## src/rtl/seq_divider.sv

```systemverilog
// Multi-cycle 32-bit restoring divider with ALU-style N/Z/C/V flags, one quotient bit per clock.
// Define SIGNED_DIV_EN to honour sgn (magnitude conversion, sign fix-up, overflow flag).
module seq_divider (
  input  logic        clk,
  input  logic        rst,
  input  logic        start,
  input  logic [31:0] a,
  input  logic [31:0] b,
  input  logic        sgn,
  output logic        busy,
  output logic        done,
  output logic [31:0] q,
  output logic [31:0] r,
  output logic        n,
  output logic        z,
  output logic        c,
  output logic        v
);

  typedef enum logic [1:0] {IDLE, CALC, FIX, DONE} state_t;

  state_t      state_q, state_d;
  logic [4:0]  cnt_q, cnt_d;
  logic [31:0] dvd_q, dvd_d, dvs_q, dvs_d, p_q, p_d;
  logic [31:0] q_q, q_d, r_q, r_d;
  logic        busy_q, busy_d, done_q, done_d;
  logic        n_q, n_d, z_q, z_d, c_q, c_d, v_q, v_d;
  logic        ovf_q, ovf_d;
  logic [32:0] p_shift, p_diff;
  logic [31:0] a_mag, b_mag, q_fin, r_fin;
  logic        ovf_start;

`ifdef SIGNED_DIV_EN
  logic qsign_q, qsign_d, rsign_q, rsign_d;

  always_comb begin
    a_mag     = (sgn && a[31]) ? -a : a;
    b_mag     = (sgn && b[31]) ? -b : b;
    ovf_start = sgn && (a == 32'h8000_0000) && (b == 32'hFFFF_FFFF);
    q_fin     = qsign_q ? -dvd_q : dvd_q;
    r_fin     = rsign_q ? -p_q : p_q;
  end
`else
  logic sgn_unused;
  assign sgn_unused = sgn;

  always_comb begin
    a_mag     = a;
    b_mag     = b;
    ovf_start = 1'b0;
    q_fin     = dvd_q;
    r_fin     = p_q;
  end
`endif

  // The dividend register doubles as the quotient: bits shift out the top, results enter at the bottom.
  assign p_shift = {p_q, dvd_q[31]};
  assign p_diff  = p_shift - {1'b0, dvs_q};

  always_comb begin
    state_d = state_q;
    cnt_d   = cnt_q;
    dvd_d   = dvd_q;
    dvs_d   = dvs_q;
    p_d     = p_q;
    ovf_d   = ovf_q;
    q_d     = q_q;
    r_d     = r_q;
    n_d     = n_q;
    z_d     = z_q;
    c_d     = c_q;
    v_d     = v_q;
    done_d  = 1'b0;
`ifdef SIGNED_DIV_EN
    qsign_d = qsign_q;
    rsign_d = rsign_q;
`endif
    case (state_q)
      IDLE: begin
        // done_q still high here means we are in the done cycle, where start must be ignored.
        if (start && !done_q) begin
          if (b == 32'd0) begin
            q_d     = 32'd0;
            r_d     = a;
            n_d     = 1'b0;
            z_d     = 1'b1;
            c_d     = (a != 32'd0);
            v_d     = 1'b1;
            state_d = DONE;
          end else begin
            dvd_d   = a_mag;
            dvs_d   = b_mag;
            p_d     = 32'd0;
            cnt_d   = 5'd31;
            ovf_d   = ovf_start;
`ifdef SIGNED_DIV_EN
            qsign_d = sgn && (a[31] ^ b[31]);
            rsign_d = sgn && a[31];
`endif
            state_d = CALC;
          end
        end
      end
      CALC: begin
        p_d   = p_diff[32] ? p_shift[31:0] : p_diff[31:0];
        dvd_d = {dvd_q[30:0], ~p_diff[32]};
        if (cnt_q == 5'd0) begin
          state_d = FIX;
        end else begin
          cnt_d = cnt_q - 5'd1;
        end
      end
      FIX: begin
        q_d     = q_fin;
        r_d     = r_fin;
        n_d     = q_fin[31];
        z_d     = (q_fin == 32'd0);
        c_d     = (r_fin != 32'd0);
        v_d     = ovf_q;
        state_d = DONE;
      end
      DONE: begin
        done_d  = 1'b1;
        state_d = IDLE;
      end
      default: state_d = IDLE;
    endcase
    busy_d = (state_d != IDLE);
  end

  always_ff @(posedge clk or posedge rst) begin
    if (rst) begin
      state_q <= IDLE;
      cnt_q   <= 5'd0;
      dvd_q   <= 32'd0;
      dvs_q   <= 32'd0;
      p_q     <= 32'd0;
      ovf_q   <= 1'b0;
      q_q     <= 32'd0;
      r_q     <= 32'd0;
      n_q     <= 1'b0;
      z_q     <= 1'b0;
      c_q     <= 1'b0;
      v_q     <= 1'b0;
      busy_q  <= 1'b0;
      done_q  <= 1'b0;
`ifdef SIGNED_DIV_EN
      qsign_q <= 1'b0;
      rsign_q <= 1'b0;
`endif
    end else begin
      state_q <= state_d;
      cnt_q   <= cnt_d;
      dvd_q   <= dvd_d;
      dvs_q   <= dvs_d;
      p_q     <= p_d;
      ovf_q   <= ovf_d;
      q_q     <= q_d;
      r_q     <= r_d;
      n_q     <= n_d;
      z_q     <= z_d;
      c_q     <= c_d;
      v_q     <= v_d;
      busy_q  <= busy_d;
      done_q  <= done_d;
`ifdef SIGNED_DIV_EN
      qsign_q <= qsign_d;
      rsign_q <= rsign_d;
`endif
    end
  end

  assign busy = busy_q;
  assign done = done_q;
  assign q    = q_q;
  assign r    = r_q;
  assign n    = n_q;
  assign z    = z_q;
  assign c    = c_q;
  assign v    = v_q;

endmodule

```

## config.mk

```make
export PLATFORM = sky130hd
export DESIGN_NAME = seq_divider
export DESIGN_NICKNAME = d
export VERILOG_FILES = /design/src/rtl/seq_divider.sv
export SDC_FILE = /design/constraint.sdc
export NUM_CORES = 1
export LEC_CHECK = 0
export ABC_AREA = 1
export BUFFER_PORTS_ARGS = -buffer_cell sky130_fd_sc_hd__clkbuf_2
export CAP_MARGIN = 10
export CORE_MARGIN = 8
export CORE_UTILIZATION = 53
export DETAILED_ROUTE_END_ITERATION = 10
export PLACE_DENSITY = 0.83
export SLEW_MARGIN = 20
export SYNTH_ARGS = -nofsm -noshare
export SYNTH_HDL_FRONTEND = slang
export SYNTH_SLANG_ARGS = --single-unit
```

## constraint.sdc

```tcl
create_clock -name clk -period 5.7 [get_ports clk]
set_input_delay 0.855 -clock clk [delete_from_list [all_inputs] [get_ports clk]]
set_output_delay 0.855 -clock clk [all_outputs]
set_load 0.005 [all_outputs]
```

==> impl_metrics.env <==
export IMPL_status="finished, final reports clean"
export IMPL_cp_end_kind="flop"
export IMPL_skew_ns=0.00921
export IMPL_drtIter0Drc=950
export IMPL_fp_dieW_um=158
export IMPL_drt_met1_wl_mm=12.7
export IMPL_worstPathMaxFanout=32
export IMPL_finalWirelength_mm=29.7
export IMPL_clk_latency_ns=0.44
export IMPL_dpl_hpwl_mm=21.7
export IMPL_start_util_pct=53.6
export IMPL_setup_viol=0
export IMPL_syn_nets=1687
export IMPL_ys_ff_latch=172
export IMPL_crit_arrival_ns=3.10
export IMPL_cts_htree_levels=4
export IMPL_nFillCells=1828
export IMPL_slew_headroom_pct=36.9
export IMPL_comb_power_share_pct=58.6
export IMPL_grt_pass1_vias=9888
export IMPL_globalRoute_totalOverflow=0
export IMPL_pwr_share_seq_pct=27.3
export IMPL_fin_nets=1790
export IMPL_reg2regPathDepth=17
export IMPL_clockBufferDepth=2
export IMPL_syn_area_mm2=0.0107
export IMPL_ir_worst_vdd_mv=0.330
export IMPL_crit_type="reg2reg"
export IMPL_core_mm2=0.0200
export IMPL_hold_viol=0
export IMPL_worstSetupStartpointType="flop"
export IMPL_numCtsBuffers=17
export IMPL_routedWlPerCell_um=15.1
export IMPL_dieArea_mm2=0.0251
export IMPL_placementRows=52
export IMPL_grt_max_degree=125
export IMPL_clkSinkCount=172
export IMPL_syn_to_final_growth_pct=13.0
export IMPL_gp_congestion=0.966
export IMPL_post_cts_setup_buffers=0
export IMPL_maxSlewViolCount=0
export IMPL_pin_count=138
export IMPL_synth_area_leaders="dfrtp_1, nand2_1, inv_1"
export IMPL_grtUsageTotal_pct=24.5
export IMPL_fmax_mhz=368
export IMPL_clk_pin_slew_ns=0.07
export IMPL_drive_above_1_share_pct=12.7
export IMPL_crit_start="dvd_q[31]"
export IMPL_synth_top_area_cell="dfrtp_1"
export IMPL_cap_violations=0
export IMPL_cts_hold_buf=0
export IMPL_hold_path_endpoint="r[23]"
export IMPL_syn_instance_count=1584
export IMPL_min_path_type="reg2reg"
export IMPL_synth_top_area_share_pct=40.1
export IMPL_fp_dieH_um=158
export IMPL_dp_cells=1938
export IMPL_yosys_warnings=0
export IMPL_reg2reg_from="dvd_q[31]"
export IMPL_fin_crit_ns=2.72
export IMPL_ys_seq_area_share_pct=40.1
export IMPL_io_buffers=136
export IMPL_routed_wl_met2_mm=13.4
export IMPL_synth_distinct_cells=40
export IMPL_antenna_found_initial=0
export IMPL_hold_depth=2
export IMPL_final_setup_tns_ns=0
export IMPL_cts_root_buf="clkbuf_16"
export IMPL_r2r_end="p_q[30]"
export IMPL_period_share_pct=47.7
export IMPL_p_sw_share_pct=50.9
export IMPL_p_int_mw=4.16
export IMPL_switchingPower_mw=4.30
export IMPL_antenna_left=0
export IMPL_grt_pass1_wl_mm=48.8
export IMPL_top_layer_used="met4"
export IMPL_power_frac_clock_pct=14.1
export IMPL_hold_start="r[23]"
export IMPL_drt_pass1_iter_count=6
export IMPL_dr_wl_met3_mm=2.77
export IMPL_stdcell_count=1970
export IMPL_rsz0062_at_grt="false"
export IMPL_via_per_inst=5.28
export IMPL_pwr_density_cell_mw_per_mm2=696
export IMPL_cts_tree="yes"
export IMPL_p_leak_nw=6.96
export IMPL_dr_total_vias=10397
export IMPL_rrSetupSlack_ns=2.98
export IMPL_cp_required_ns=6.08
export IMPL_tightest_slew_ns=0.945
export IMPL_postSynthAreaPerCell_um2=6.78
export IMPL_antenna_cells=0
export IMPL_cts_resized=0
export IMPL_drc=0
[per-layer routing]
layer,global-route usage (%),vias to the layer above
li1,-,5110
met1,32.8,4759
met2,39.2,466
met3,3.61,62
met4,9.88,0
met5,0,-
[cells in the mapped netlist]
| cell type | number |
|---|---|
| a21o_1 | 1 |
| nor2_1 | 53 |
| a21oi_2 | 2 |
| nand3_4 | 1 |
| nand2_1 | 635 |
| nand2_4 | 7 |
| o21bai_1 | 1 |
| nand4_1 | 12 |
| and2_1 | 4 |
| nand3_1 | 87 |
| or2_0 | 1 |
| xor2_1 | 3 |
| nor2_4 | 1 |
| buf_2 | 8 |
| nand3b_1 | 4 |
| nand3_2 | 2 |
| or2_2 | 1 |
| and3_1 | 1 |
| o21ai_1 | 24 |
| or2_1 | 1 |
| nor4_1 | 30 |
| nand2_2 | 11 |
| inv_1 | 253 |
| ha_1 | 34 |
| dfrtp_1 | 172 |
| nor3_4 | 1 |
| buf_1 | 6 |
| nor3_1 | 6 |
| nor2_2 | 3 |
| inv_2 | 9 |
| clkbuf_1 | 32 |
| clkbuf_8 | 1 |
| fa_1 | 1 |
| xnor2_1 | 13 |
| a21oi_4 | 1 |
| nand3b_4 | 1 |
| o21ai_0 | 135 |
| a21oi_1 | 16 |
| buf_4 | 1 |
| buf_6 | 9 |
[area by class of cell]
cell class	count	area, µm²	share of cell area, %
Multi-Input combinational cell	1093	5170	42.6
Sequential cell	172	4300	35.4
Timing Repair Buffer	141	718	5.91
Clock buffer	17	425	3.50
Clock inverter	15	195	1.61
Inverter	262	991	8.16
Tap cell	270	338	2.78
[worst max-delay path: stages, from the launching register on]
cell and delay [ns]:
dfrtp_1 0.39, inv_1 0.16, ha_1 0.17, inv_1 0.09
fa_1 0.42, nand2_1 0.08, nand2_1 0.10, nand3_2 0.09
nand2_2 0.10, nand2_2 0.10, nand2_4 0.07, nand2_4 0.08
nand3_1 0.12, nand2_4 0.34, nand2_1 0.11, nand2_1 0.10
nand2_1 0.05, nand2_1 0.08
[metrics by stage]
stage          cell area [µm²]  util, %  power, mW  setup slack (ns)  hold slack (ns)
6_report                 12100     60.6       8.46              2.98            0.481
5_1_grt                  12100     60.6       9.31              2.75            0.508
4_1_cts                  12100     60.6       8.41              2.97            0.487
3_5_place_dp             11500     57.5       7.17              2.66            0.468
3_3_place_gp             11500     57.5       7.02              2.73            0.464
2_1_floorplan            10700        -       5.99             0.185            0.453
[worst max path at each step]
stage	to	depth (start not counted)
after floorplan	busy	1
after global placement	dvd_q[2]	8
after detailed placement	dvd_q[2]	9
after CTS	p_q[30]	17
after global routing	p_q[30]	17
final	p_q[30]	17
[sequential cells by signal (all words and copies together) (netlist names), 2 cells and up]
register	flops
dvd_q	32
dvs_q	32
p_q	32
r	32
q	31
cnt_q	5
state_q	2
[logic make-up (layout without fill, tap and decap cells)]
group / Yosys count / count (layout) / synth area share, %
and+or+nand+nor: 862 / 862 / 33.9
xor gates and xnor gates: 16 / 16 / 1.30
buffers and inverters: 319 / 435 / 12.0
DFF: 172 / 172 / 40.1
adders and majority gates: 35 / 35 / 4.15
AOI/OAI and AO/OA: 180 / 180 / 8.61
[layout by cell type, fill, tap and decap left out, drive strengths merged, types with 4 or more instances in the layout]
cell type	instances
nand4	12
buf	5
a21oi	19
nand3	90
xnor2	13
o21ai	159
nor3	7
ha	34
nor2	57
and2	4
nor4	30
clkbuf	153
nand3b	5
clkinv	9
inv	267
nand2	653
dfrtp	172
[power groups by stage]
stage          Combinational (mW)  Sequential, mW  Clock [mW]
6_report                     4.96            2.31        1.19
4_1_cts                      4.93            2.28        1.20
3_3_place_gp                 4.74            2.28           0
3_5_place_dp                 4.87            2.30           0
5_1_grt                      5.70            2.37        1.25
2_1_floorplan                3.83            2.15           0
Power figures use the tool's default switching activity.
